## config.mk

```make
export PLATFORM = sky130hd
export DESIGN_NAME = muldiv_unit
export DESIGN_NICKNAME = d
export VERILOG_FILES = /design/src/rtl/muldiv_unit.sv
export SDC_FILE = /design/constraint.sdc
export NUM_CORES = 1
export LEC_CHECK = 0
export ABC_CLOCK_PERIOD_IN_PS = 6000
export CAP_MARGIN = 20
export CORE_ASPECT_RATIO = 1.1
export CORE_MARGIN = 1
export CORE_UTILIZATION = 60
export DETAILED_ROUTE_END_ITERATION = 8
export GPL_TIMING_DRIVEN = 1
export PLACE_DENSITY_LB_ADDON = 0.2
export SLEW_MARGIN = 25
export SYNTH_ARGS = -nofsm -noshare
export SYNTH_HDL_FRONTEND = slang
export SYNTH_SLANG_ARGS = --single-unit
```

## constraint.sdc

```tcl
create_clock -name clock -period 6 [get_ports clock]
set_clock_uncertainty 0.05 [all_clocks]
set_input_delay 1.5 -clock clock [delete_from_list [all_inputs] [get_ports clock]]
set_output_delay 1.5 -clock clock [all_outputs]
set_load 0.02 [all_outputs]
```

## src/rtl/muldiv_unit.sv

```systemverilog
// muldiv_unit: radix-2 iterative unsigned multiply/divide unit feeding the register file write port.
module muldiv_unit #(
  parameter int WIDTH    = 16,
  parameter int REG_BITS = 3
) (
  input  logic                clock,
  input  logic                reset,
  input  logic                start,
  input  logic [1:0]          op,
  input  logic [WIDTH-1:0]    a,
  input  logic [WIDTH-1:0]    b,
  input  logic [REG_BITS-1:0] rd_in,
  output logic                busy,
  output logic                done,
  output logic                wb_en,
  output logic [REG_BITS-1:0] wb_reg,
  output logic [WIDTH-1:0]    result
);
  localparam int CW = $clog2(WIDTH);
  typedef enum logic [1:0] {IDLE, RUN, DONE} state_t;
  state_t               r_state, w_next;
  logic [WIDTH-1:0]     r_hi, r_lo, r_b, r_result;
  logic [1:0]           r_op;
  logic [CW-1:0]        r_cnt;
  logic [REG_BITS-1:0]  r_wb_reg;
  logic [WIDTH:0]       w_sum, w_sh;
  logic [WIDTH-1:0]     w_diff, w_hi, w_lo;
  logic                 w_ge, w_last, w_accept;

  always_ff @(posedge clock or negedge reset)
    if (!reset) r_state <= IDLE;
    else        r_state <= w_next;

  always_comb begin
    w_next   = r_state;
    w_last   = r_cnt == CW'(WIDTH-1);
    w_accept = r_state == IDLE && start;
    case (r_state)
      IDLE:    w_next = start ? RUN : IDLE;
      RUN:     w_next = w_last ? DONE : RUN;
      default: w_next = IDLE;
    endcase
  end

  // hi:lo is the product (shift-add) or remainder:quotient (restoring divide)
  always_comb begin
    w_sum  = {1'b0, r_hi} + (r_lo[0] ? {1'b0, r_b} : '0);
    w_sh   = {r_hi, r_lo[WIDTH-1]};
    w_ge   = w_sh >= {1'b0, r_b};
    w_diff = w_sh[WIDTH-1:0] - r_b;
    w_hi   = r_op[1] ? (w_ge ? w_diff : w_sh[WIDTH-1:0]) : w_sum[WIDTH:1];
    w_lo   = r_op[1] ? {r_lo[WIDTH-2:0], w_ge} : {w_sum[0], r_lo[WIDTH-1:1]};
  end

  always_ff @(posedge clock or negedge reset)
    if (!reset) begin
      r_hi     <= '0;
      r_lo     <= '0;
      r_b      <= '0;
      r_op     <= '0;
      r_cnt    <= '0;
      r_wb_reg <= '0;
      r_result <= '0;
    end else if (w_accept) begin
      r_hi     <= '0;
      r_lo     <= a;
      r_b      <= b;
      r_op     <= op;
      r_cnt    <= '0;
      r_wb_reg <= rd_in;
    end else if (r_state == RUN) begin
      r_hi  <= w_hi;
      r_lo  <= w_lo;
      r_cnt <= r_cnt + 1'b1;
      if (w_last) r_result <= r_op[0] ? w_hi : w_lo;
    end

  assign busy   = r_state != IDLE;
  assign done   = r_state == DONE;
  assign wb_en  = done;
  assign wb_reg = r_wb_reg;
  assign result = r_result;
endmodule
```

==> results list, run 1 <==
- Number of library cell types mapped by synthesis: 59
- Max-cap violations in this run came to 0.
- After synthesis, the share of flip-flops with an asynchronous set or reset is 100%.
- In this run the number of H-tree levels came out at 3.
* Via Count: 4639
- Total count of hold-check failures in the final report: 0
* Post-DR vias/cell: 6.16
- Once the floorplan was initialized, standard cells occupied 61.7% of the core.
- Resize count post-CTS: 0
- Measured along the y axis, the die boundary spans 99.0 um.
- Startpoint kind of the worst setup timing path: register
- Die width: 90.2 um
- Unrepaired setup endpoints after global routing: false
- Number of warnings printed during yosys synthesis: 0
- Root buffer cell: clkbuf_8
- Signed area change from the synthesized netlist to the final layout: 16.9%
- Buffers inserted to repair hold after CTS numbered 0.
- Global route total overflow: 0
* Largest net degree at the start of global routing: 76
- Setup TNS: 0 ps
- The multi-input combinational cells in the finished layout cover a total of 2980 um2.
* Ports placed on the boundary: 62
- The synthesized design spends more area on one cell type than any other, namely dfrtp_1.
* Max-slew headroom at the worst pin: 38.7%
- For this run, the top clock speed supported by timing is 298 MHz.
- Post-CTS setup buffers: 0
- Top post-synthesis cells by area: dfrtp_1 37%, ha_1 8.0%, nand2_1 5.6%, o21ai_0 5.0%, mux2i_1 3.7%
- Each instance of the synthesized netlist takes up on average 8.61 um2.
- After layout, the worst setup slack is 2640 ps.
* Total count of max-transition violations in the final report: 0
* Final net count: 712
* Synthesized netlist cell count: 596
- Sequential fraction of the synthesis area: 36.6%
- Summed over all nets, the half-perimeter wirelength after detailed placement is 9210 um.
* Floorplan core area: 8320 um2
* Worst Setup Path Type: reg2reg
- The tightest min-delay check is of the reg2reg type.
- Leaving out fill and tap cells, the most frequent cell in the layout is nand2_1.
* Reg clk slew, reported paths: 90 ps
- Gpl congestion: 0.926
- Total routed wirelength: 13300 um
* Number of iterations in the first detailed-routing pass: 6
- The synthesized design contains 75 register bits.
- Worst setup slack before clock tree synthesis: 2260 ps
* Number of enable-type register cells in the synthesized netlist: 0
* Diodes inserted: 0
- Skew-Pair Late Insertion Delay: 360 ps
* Required @ worst endpoint: 6240 ps
* Nature of the critical path endpoint: register
* Worst-margin pin slew: 917 ps
- Filler Cell Count: 641
- Port buffer count: 61
- The top cell type by area accounts for 36.6% of the synthesized area.
- The floorplan has 35 rows.
* Arr. time, crit path: 3600 ps
* Min cycle time layout: 3360 ps
- Most used cells in the layout excluding fill and tap cells: 76 x nand2_1, 74 x dfrtp_1, 60 x clkdlybuf4s50_1, 51 x o21ai_0, 37 x nor2_1
- Fraction of the cycle the final worst path needs: 55.9%
- Average detailed-routed wire length per instance: 17.7 um
- Setup violations remaining at the end of the flow were counted as 0.
* Overall routing resource usage: 31.2%
- The run finished with clean final reports.
- Worst-path fanout max: 18
- Once detail routing completed, the nets flagged for antenna violations numbered 0.
- Share of cells above drive strength 1: 5.61%
* Number of global-route vias before repair: 4412
- The first global-routing pass estimated 21900 um of wire.
- For this run, design rule violations remaining after detail routing come to 0.
- The die covers 8930 um2.
- Number of buffers inserted during clock tree synthesis: 9
- Starting DRT DRC Count: 332
- Register area: 1880 um2
* TritonCTS clock tree: yes
- Synthesis produced a netlist with a net count of 671.
- The initial antenna violation count came to 0.
* Area of the mapped netlist: 5130 um2
- For this run, the leading register cell type out of synthesis is dfrtp_1.
* Number of buffers on the longest clock path: 2
- The tree built by TritonCTS fans out to 75 sinks.
-- synth_stat cells (6+ instances only) --
| master | number |
|---|---|
| xnor2_1 | 12 |
| clkbuf_1 | 25 |
| o21ai_0 | 51 |
| nor3_1 | 15 |
| a31oi_1 | 6 |
| nand2_1 | 76 |
| a211oi_1 | 6 |
| nor2_1 | 38 |
| xor2_1 | 6 |
| mux2i_1 | 19 |
| a21o_1 | 8 |
| o21ai_1 | 12 |
| o31ai_1 | 7 |
| a21oi_1 | 33 |
| o21a_1 | 6 |
| a221o_1 | 17 |
| o211ai_1 | 8 |
| nand3_1 | 24 |
| nor2b_1 | 6 |
| and2_1 | 17 |
| ha_1 | 33 |
| inv_1 | 32 |
| dfrtp_1 | 75 |
-- layout make-up --
class | instances | share of cell area, %
tap | 111 | 2.31
clock inverter | 6 | 1.88
inverter | 33 | 2.06
multi-input combinational | 453 | 49.6
clock buffer | 10 | 2.13
timing repair buffer | 65 | 10.7
sequential | 75 | 31.3
-- cell families (layout without fill, tap and decap cells) --
| kind of cell | after synthesis | after routing | share of synthesized area (%) |
|---|---|---|---|
| AO/OA/AOI/OAI | 182 | 182 | 23.8 |
| XOR/XNOR | 18 | 18 | 3.07 |
| adder cells (fa/ha/maj) | 35 | 35 | 8.83 |
| buffers and inverters | 68 | 114 | 5.46 |
| flip-flops | 75 | 75 | 36.6 |
| multiplexers | 23 | 23 | 4.80 |
| AND/OR/NAND/NOR | 195 | 195 | 17.5 |
-- metal layers --
| layer | GRT usage, % | vias to the layer above | part of all wire, % |
|---|---|---|---|
| met1 | 42.0 | 2208 | 44 |
| met5 | 0 | - | 0 |
| met2 | 50.1 | 182 | 47 |
| li1 | - | 2224 | - |
| met3 | 4.78 | 25 | 6.4 |
| met4 | 13.9 | 0 | 2.9 |
-- critical path: stages, from the launching register on --
cell and delay (ps):
dfrtp_1 740, and2_1 220, ha_1 160, inv_1 60, fa_1 390, nand2b_1 190, a21oi_1 300, o211ai_1 210
nand2_1 140, a311o_1 220, a31oi_1 110, a311oi_2 310, a31o_1 180
-- stage by stage --
step	cells	util (%)	hold WS (ps)	cell area, um2
3_3_place_gp	737	69.2	408	5750
5_1_grt	753	72.1	454	6000
2_1_floorplan	596	-	395	5130
6_report	753	72.1	435	6000
3_5_place_dp	737	69.2	418	5750
4_1_cts	753	72.0	439	5990
-- final timing paths --
kind                           start         end  slack [ps]  cells after the start
setup / recovery             r_lo[0]  result[15]        2640                     12
hold / removal             wb_reg[2]   wb_reg[2]         430                      2
setup reg to reg             r_lo[0]  result[15]        2640                     12
hold reg to reg            wb_reg[2]   wb_reg[2]         430                      2
max in group asynchronous      reset     r_op[1]        4290                      1
min in group asynchronous      reset    r_cnt[1]        1110                      1
Power of run 1 is left out: the tool's default activity adds up to more than one toggle a clock period on the data nets, which glitch-free logic cannot reach.
==> run 2, diff against run 1 <==
ABC_CLOCK_PERIOD_IN_PS = 3500   (was 6000)
CORE_UTILIZATION = 57   (was 60)
clock period = 3.5 ns   (was 6 ns; I/O delays follow)
==> results list, run 2 (synthesized netlist as in run 1, its figures left out) <==
- Leading cell type in the layout, fill and taps excluded: nand2_1
- Worst-path fanout max: 18
- In this run the count of I/O pins placed on the die edge is 62.
* Final non-filler cell total: 760
* Port buffer count: 61
- The critical path in this run is classified as reg2reg.
- Longest individual stage delay on the worst path: 680 ps
- The die is 102 um tall.
- Path class of the lowest-slack min-delay path: reg2reg
- Worst-margin pin slew: 918 ps
- The final count of hold timing violations was 0.
* Required @ worst endpoint: 3750 ps
- Number of buffers inserted for hold repair after clock tree synthesis: 0
- Traced cell by cell, the critical path runs through and2_1 -> ha_1 -> inv_1 -> fa_1 -> nand2b_1 -> a21oi_1 -> o211ai_1 -> nand2_1 -> a311o_1 -> a31oi_1 -> a311oi_2 -> a31o_1.
* Reg clk slew, reported paths: 90 ps
- Routability-driven placement finished with a final weighted congestion of 0.903.
* Global route total overflow: 0
* Final core area utilization: 70.6%
- Floorplan core area: 8540 um2
* Post-DR vias/cell: 6.20
* Number of buffers inserted during clock tree synthesis: 9
- Share of cells above drive strength 1: 6.47%
* First-pass GRT wire length: 22300 um
- Max-cap violations in this run came to 0.
- After detailed routing, the average wire length per cell comes to 18.3 um.
- The number of pins with negative max-slew slack in the final report is 0.
- Cell family contributing the most delay on the critical path: compound AO/OA/AOI/OAI gates
* DRC violations left: 0
- Together, buffers and inverters on the worst path number 1.
* Signed area change from the synthesized netlist to the final layout: 17.4%
- The worst path needs 3170 ps of the cycle, external delays included.
- Setup Viol. Count Final: 0
- Skew-Pair Late Insertion Delay: 360 ps
- The tree is rooted in a clkbuf_8.
* Diodes inserted: 0
- Hold Worst Slack: 431 ps
- CP max-delay cell: dfrtp_1
* Post-CTS setup buffers: 0
- The die covers 9390 um2.
- The H-tree was split into 3 levels.
- Max-slew headroom at the worst pin: 38.7%
- Leaving out fill and tap cells, the most frequent cells in the layout are 76 x nand2_1, 74 x dfrtp_1, 60 x clkdlybuf4s50_1, 51 x o21ai_0, 38 x nor2_1.
* Largest net degree at the start of global routing: 76
- Via Count: 4710
* Max Fclk: 316 MHz
* Antenna-violating nets left: 0
* Placed cells: 744
- Across every metal layer, demand over resource in global routing totals 31.0%.
* Resize count post-CTS: 0
- Counting along the longest clock path gives a buffer depth of 2.
- The worst path uses 90.5% of the clock period.
- Unrepaired setup endpoints after global routing: false
- TritonCTS built the clock tree.
- Die width: 92.5 um
* Placement Rows: 35
- For this configuration, the core starts out at a cell density of 60.1%.
- Detailed placement ended at an HPWL of 9950 um.
* Starting DRT DRC Count: 279
- Number of global-route vias before repair: 4370
- Total routed wirelength: 13900 um
- Outcome: completed
* Startpoint kind of the worst setup timing path: register
- Setup TNS: 0 ps
- Nature of the critical path endpoint: register
* Filler Cell Count: 714
* Antenna violations before repair: 0
* Final net count: 719
- Number of iterations in the first detailed-routing pass: 5
* Clock sink count: 75
* Arr. time, crit path: 3420 ps
## run 2: final cells by class
cell class / count / area, um2 / share of cell area [%]
flip-flops and latches: 75 / 1880 / 31.2
well taps: 111 / 139 / 2.30
repair buffers: 72 / 694 / 11.5
inverters: 33 / 124 / 2.06
clock inverters: 6 / 87.6 / 1.45
multi-input cells: 453 / 2980 / 49.4
clock buffers: 10 / 128 / 2.12
## run 2: worst min-delay path, cell delays in order (launching register included)
cell and delay [ps]:
dfrtp_1 350, nand2_1 50, nand2_1 60
## run 2: final timing paths
kind                       startpoint    endpoint  slack (ps)  cells past startpoint
min in group asynchronous       reset     r_lo[3]         450                      1
min reg2reg                 wb_reg[2]   wb_reg[2]         430                      2
max reg2reg                   r_lo[0]  result[15]         330                     12
max in group asynchronous       reset     r_hi[9]        2410                      1
min                         wb_reg[2]   wb_reg[2]         430                      2
max                           r_lo[0]  result[15]         330                     12
## run 2: routing by layer
metal  vias up  global-route usage, %  wire [um]
met3        37                   3.90        816
met1      2225                   42.0       6110
met4         0                   12.9        407
met2       214                   50.5       6590
li1       2234                      -          -
met5         -                      0          0
## run 2: stage by stage
stage / worst slack, ps / cell area (um2)
floorplan: 733 / 5130
global placement: 518 / 5810
detailed placement: 378 / 5810
CTS: 329 / 6020
global route: 71.5 / 6030
finish: 332 / 6030
Power of run 2 is left out for the same reason.
==> run 3, diff against run 2 <==
PLACE_DENSITY_LB_ADDON = 0.3   (was 0.2)
==> results list, run 3 (synthesized netlist as in run 1, its figures left out) <==
- The run finished with clean final reports.
* Clock sink count: 75
* Unrepaired setup endpoints after global routing: false
* Number of global-route vias before repair: 4647
* Most used cells in the layout excluding fill and tap cells: 76 x nand2_1, 74 x dfrtp_1, 60 x clkdlybuf4s50_1, 51 x o21ai_0, 38 x nor2_1
- Placement Rows: 35
* Required @ worst endpoint: 3700 ps
* Total count of hold-check failures in the final report: 0
* Nature of the critical path endpoint: register
- Overall routing resource usage: 32.3%
* Total count of max-transition violations in the final report: 0
* Worst setup slack before clock tree synthesis: 346 ps
- Setup Viol. Count Final: 0
- After global routing the overflow that remains totals 0.
- Starting DRT DRC Count: 312
* Total routed wirelength: 14200 um
* Post-placement cell area: 5800 um2
- Startpoint kind of the worst setup timing path: register
- Counting buffers and inverters, the worst setup path is 10 cells deep.
- Among all stages on the critical path, the largest delay is contributed by o31ai_4.
* Largest net degree at the start of global routing: 76
* Fraction of the cycle the final worst path needs: 93.1%
- Measured against its own limit, the worst slew margin works out to 34.7%.
- First-pass GRT wire length: 23200 um
* Number of iterations in the first detailed-routing pass: 5
- Reg clk slew, reported paths: 90 ps
* Area of combinational cells with multiple inputs: 2980 um2
* Worst-margin pin slew: 977 ps
- The tightest min-delay check is of the reg2reg type.
- Arr. time, crit path: 3460 ps
* Cell chain of the critical path: ha_1 -> a21o_1 -> a211oi_2 -> o21ai_1 -> o31ai_4 -> buf_4 -> nand2_1 -> o211ai_1 -> o21ai_0 -> o21ai_0
- Along the worst path, the maximum fanout reaches 12.
- After routing the design area is 6010 um2.
- TritonCTS built the clock tree.
- Filler Cell Count: 717
- In the final layout, the share of cells above drive strength 1 is 6.48%.
- Gpl congestion: 0.912
* Port buffer count: 61
* Cell seen most often among critical-path stages: o21ai_0
* Post-CTS setup buffers: 0
* Worst Setup Path Type: reg2reg
* Signed area change from the synthesized netlist to the final layout: 17.2%
- Once the clock tree was built, the resizer swapped 0 gates to a different size.
- Setup TNS: 0 ps
- Logic depth of the worst register-to-register path: 10
* Leading cell type in the layout, fill and taps excluded: nand2_1
* Final core area utilization: 70.4%
* Hold-critical path depth: 1
* Number of buffers inserted for hold repair after clock tree synthesis: 0
- For this block, the via count after detailed routing is 4765.
* Die height: 102 um
* Register area: 1880 um2
* Max-cap violation count: 0
- Ports placed on the boundary: 62
* Min cycle time layout: 3260 ps
- On the worst path, the slowest cell contributes a delay of 630 ps.
- The tree is rooted in a clkbuf_8.
- Counting the buffers created by CTS gives 9.
* Max Fclk: 307 MHz
- In this run the deepest clock path goes through 2 buffers.
- Number of H-tree levels: 3
* Cell family contributing the most delay on the critical path: compound AO/OA/AOI/OAI gates
- Floorplan core area: 8540 um2
* Antenna-violating nets left: 0
- From left edge to right edge, the die measures 92.5 um.
- Starting Density: 60.1%
- The worst path meets setup with 240 ps of slack.
- Dividing the detail-routed via count by the number of cells gives 6.28.
- The HPWL after detailed placement is 10100 um.
- Die area: 9390 um2
* Diodes inserted: 0
- Skew-Pair Late Insertion Delay: 360 ps
- Buf/Inv on CP: 1
- DRC violations left: 0
* Average detailed-routed wire length per instance: 18.8 um
* Final net count: 718
- Antenna violations before repair: 0
-- run 3: cell types whose count changed in the layout (fill, tap and decap cells not counted), sizes merged --
| cell | before | now |
|---|---|---|
| clkinv | 4 | 2 |
| clkinvlp | 0 | 2 |
| buf | 12 | 11 |
| bufinv | 2 | 1 |
| inv | 33 | 34 |
-- run 3: per-layer routing --
metal / wire, um / vias to the layer above / global-route usage, %
met4: 438 / 0 / 14.5
li1: - / 2230 / -
met1: 6040 / 2301 / 42.3
met3: 975 / 37 / 4.65
met5: 0 / - / 0
met2: 6790 / 197 / 53.2
-- run 3: worst paths after layout --
path / slack [ps] / from / end
max in group asynchronous: 2420 / reset / r_op[1]
min in group asynchronous: 480 / reset / r_cnt[3]
max reg2reg: 240 / r_hi[13] / result[8]
min: 430 / r_cnt[3] / r_cnt[3]
max: 240 / r_hi[13] / result[8]
min reg2reg: 430 / r_cnt[3] / r_cnt[3]
-- run 3: stage by stage --
step | instances | hold slack [ps]
2_1_floorplan | 596 | 395
3_3_place_gp | 743 | 407
3_5_place_dp | 743 | 416
4_1_cts | 759 | 436
5_1_grt | 759 | 456
6_report | 759 | 435
-- run 3: layout make-up --
class	count	area share, %
multi-input combinational	453	49.5
sequential	75	31.2
timing repair buffer	71	11.4
tap	111	2.31
clock buffer	10	2.29
inverter	33	2.06
clock inverter	6	1.19
Power of run 3 is left out for the same reason.
==> variant: new RTL, flow settings as in run 2 <==
Encoding of `state_t`: now one-hot (3 bits for 3 states).
--- a/src/rtl/muldiv_unit.sv
+++ b/src/rtl/muldiv_unit.sv
@@ -19,3 +19,3 @@
   localparam int CW = $clog2(WIDTH);
-  typedef enum logic [1:0] {IDLE, RUN, DONE} state_t;
+  typedef enum logic [2:0] {IDLE = 3'b001, RUN = 3'b010, DONE = 3'b100} state_t;
   state_t               r_state, w_next;
Check against the original RTL: no difference found for any inputs over 10 cycles, from zero or initial values and one cycle with reset low; not proved beyond that.
==> variant against run 2 <==
- critical path depth stayed put
- core utilization is 1.5 points lower
- synthesized area is 2.0% higher
- cell area is 1.7% higher
- wire length is 0.69% lower
- setup slack worse by 64 ps
- sequential cell count is 1 higher
==> variant: results (changes against run 2) <==
Worst Path Max Fanout=9 (was 18); Synth Area in Compound Gates=21.06% (was 23.77%); routing usage on met2=49.55% (was 50.54%); Vias/cell=6.270 (was 6.197); library cells used by synthesis=61 (was 59); WL met3=959 um (was 816 um); instance area at placement=0.005908 mm^2 (was 0.005807 mm^2); Top Metal Used=met4 (unchanged); syn_nets=646 (was 671); origin of the worst min-delay path=result[5] (was wb_reg[2]); relative slew slack=46.97% (was 38.67%); XOR/XNOR Fraction of Synth Area=4.518% (was 3.072%); worst reg2reg endpoint=result[13] (was result[15]); post-synthesis sequential area ratio=36.36% (was 36.58%); Max stage delay on crit path=540 ps (was 680 ps); hold_buf cts=0 (unchanged); Reg2Reg Depth=12 (unchanged); worst r2r src=r_lo[0] (unchanged); hold depth=2 (unchanged); outcome=completed (unchanged); hold crit path type=flip-flop to flip-flop (unchanged); met3 usage=4.277% (was 3.904%); FF-to-FF setup slack=270 ps (was 330 ps); global-route wire length before repair=22,470 um (was 22,340 um); HPWL after DPL=9855 um (was 9953 um); Final nets=693 (was 719); Root Buffer=clkbuf_8 (unchanged); Synth top cells by count=75 x dfrtp_1, 47 x nand2_1, 41 x nor2_1, 35 x o21ai_0 (was 76 x nand2_1, 75 x dfrtp_1, 51 x o21ai_0, 38 x nor2_1); met1 Use GR=42.08% (was 42.03%); Synth Area in Adders=8.654% (was 8.827%); Met2 Routed Length=6456 um (was 6588 um); synth top area cells=dfrtp_1 36%, ha_1 7.9%, mux2i_1 6.1% (was dfrtp_1 37%, ha_1 8.0%, nand2_1 5.6%); GP Congestion=0.9520 (was 0.9034); number of global-route vias before repair=4,461 (was 4,370); routed length per instance=18.76 um (was 18.32 um); Yosys warnings=0 (unchanged); placed cells=721 (was 744); fill count=733 (was 714); multiplexer area fraction after synthesis=8.917% (was 4.804%); initial drt markers=360 (was 279); DRT met1 WL=6144 um (was 6108 um); Hold Path Sink=result[5] (was wb_reg[2]); largest net degree at the start of global routing=77 (was 76); Avg Inst Size Synth=9.166 um^2 (was 8.609 um^2); total global-route track usage=30.67% (was 31.02%); Vias=4,621 (was 4,710); layout cells sized above 1=7.223% (was 6.471%); antenna violations before repair=0 (unchanged); CP arrival=3430 ps (was 3420 ps)
## variant: cell types whose count changed after synthesis, sizes merged, moves of 5 or more
cell,run 2,this run
a22o,0,10
o21ai,63,38
nand3,24,8
o31ai,8,3
a31oi,6,11
o211ai,8,3
mux2i,19,32
xor2,6,13
nand2,76,47
## variant: worst max-delay path by stage
| stage | start | end | slack [ps] | cells after the start |
|---|---|---|---|---|
| 2_1_floorplan | r_lo[0] | result[13] | 740 | 11 |
| 3_3_place_gp | r_lo[0] | result[13] | 430 | 12 |
| 3_5_place_dp | r_lo[0] | result[13] | 340 | 11 |
| 4_1_cts | r_lo[0] | result[13] | 300 | 11 |
| 5_1_grt | r_lo[0] | result[13] | 90 | 12 |
| 6_report | r_lo[0] | result[13] | 270 | 12 |
## variant: area by class of cell
class / count / share of cell area (%)
Tap cell: 114 / 2.328
Sequential cell: 76 / 31.06
Multi-Input combinational cell: 429 / 50.17
Clock buffer: 10 / 2.083
Inverter: 34 / 2.083
Timing Repair Buffer: 68 / 10.84
Clock inverter: 6 / 1.429
## variant: stage by stage
step | total power [mW] | setup slack [ps] | hold slack (ps)
after floorplan | 4.217 | 743.1 | 439.7
after global placement | 5.036 | 427.6 | 431.2
after detailed placement | 5.123 | 340.6 | 428.4
final | 5.961 | 268.3 | 446.9
after global routing | 6.380 | 87.54 | 478.4
after CTS | 5.911 | 297.5 | 447.9
## variant: kinds of logic (layout without fill, tap and decap cells)
kind of cell,count (synthesis),after routing
muxes,42,42
DFF,76,76
adders and majority gates,35,35
xor gates and xnor gates,27,27
buffers and inverters,66,118
AOI/OAI and AO/OA,161,161
and+or+nand+nor,164,164
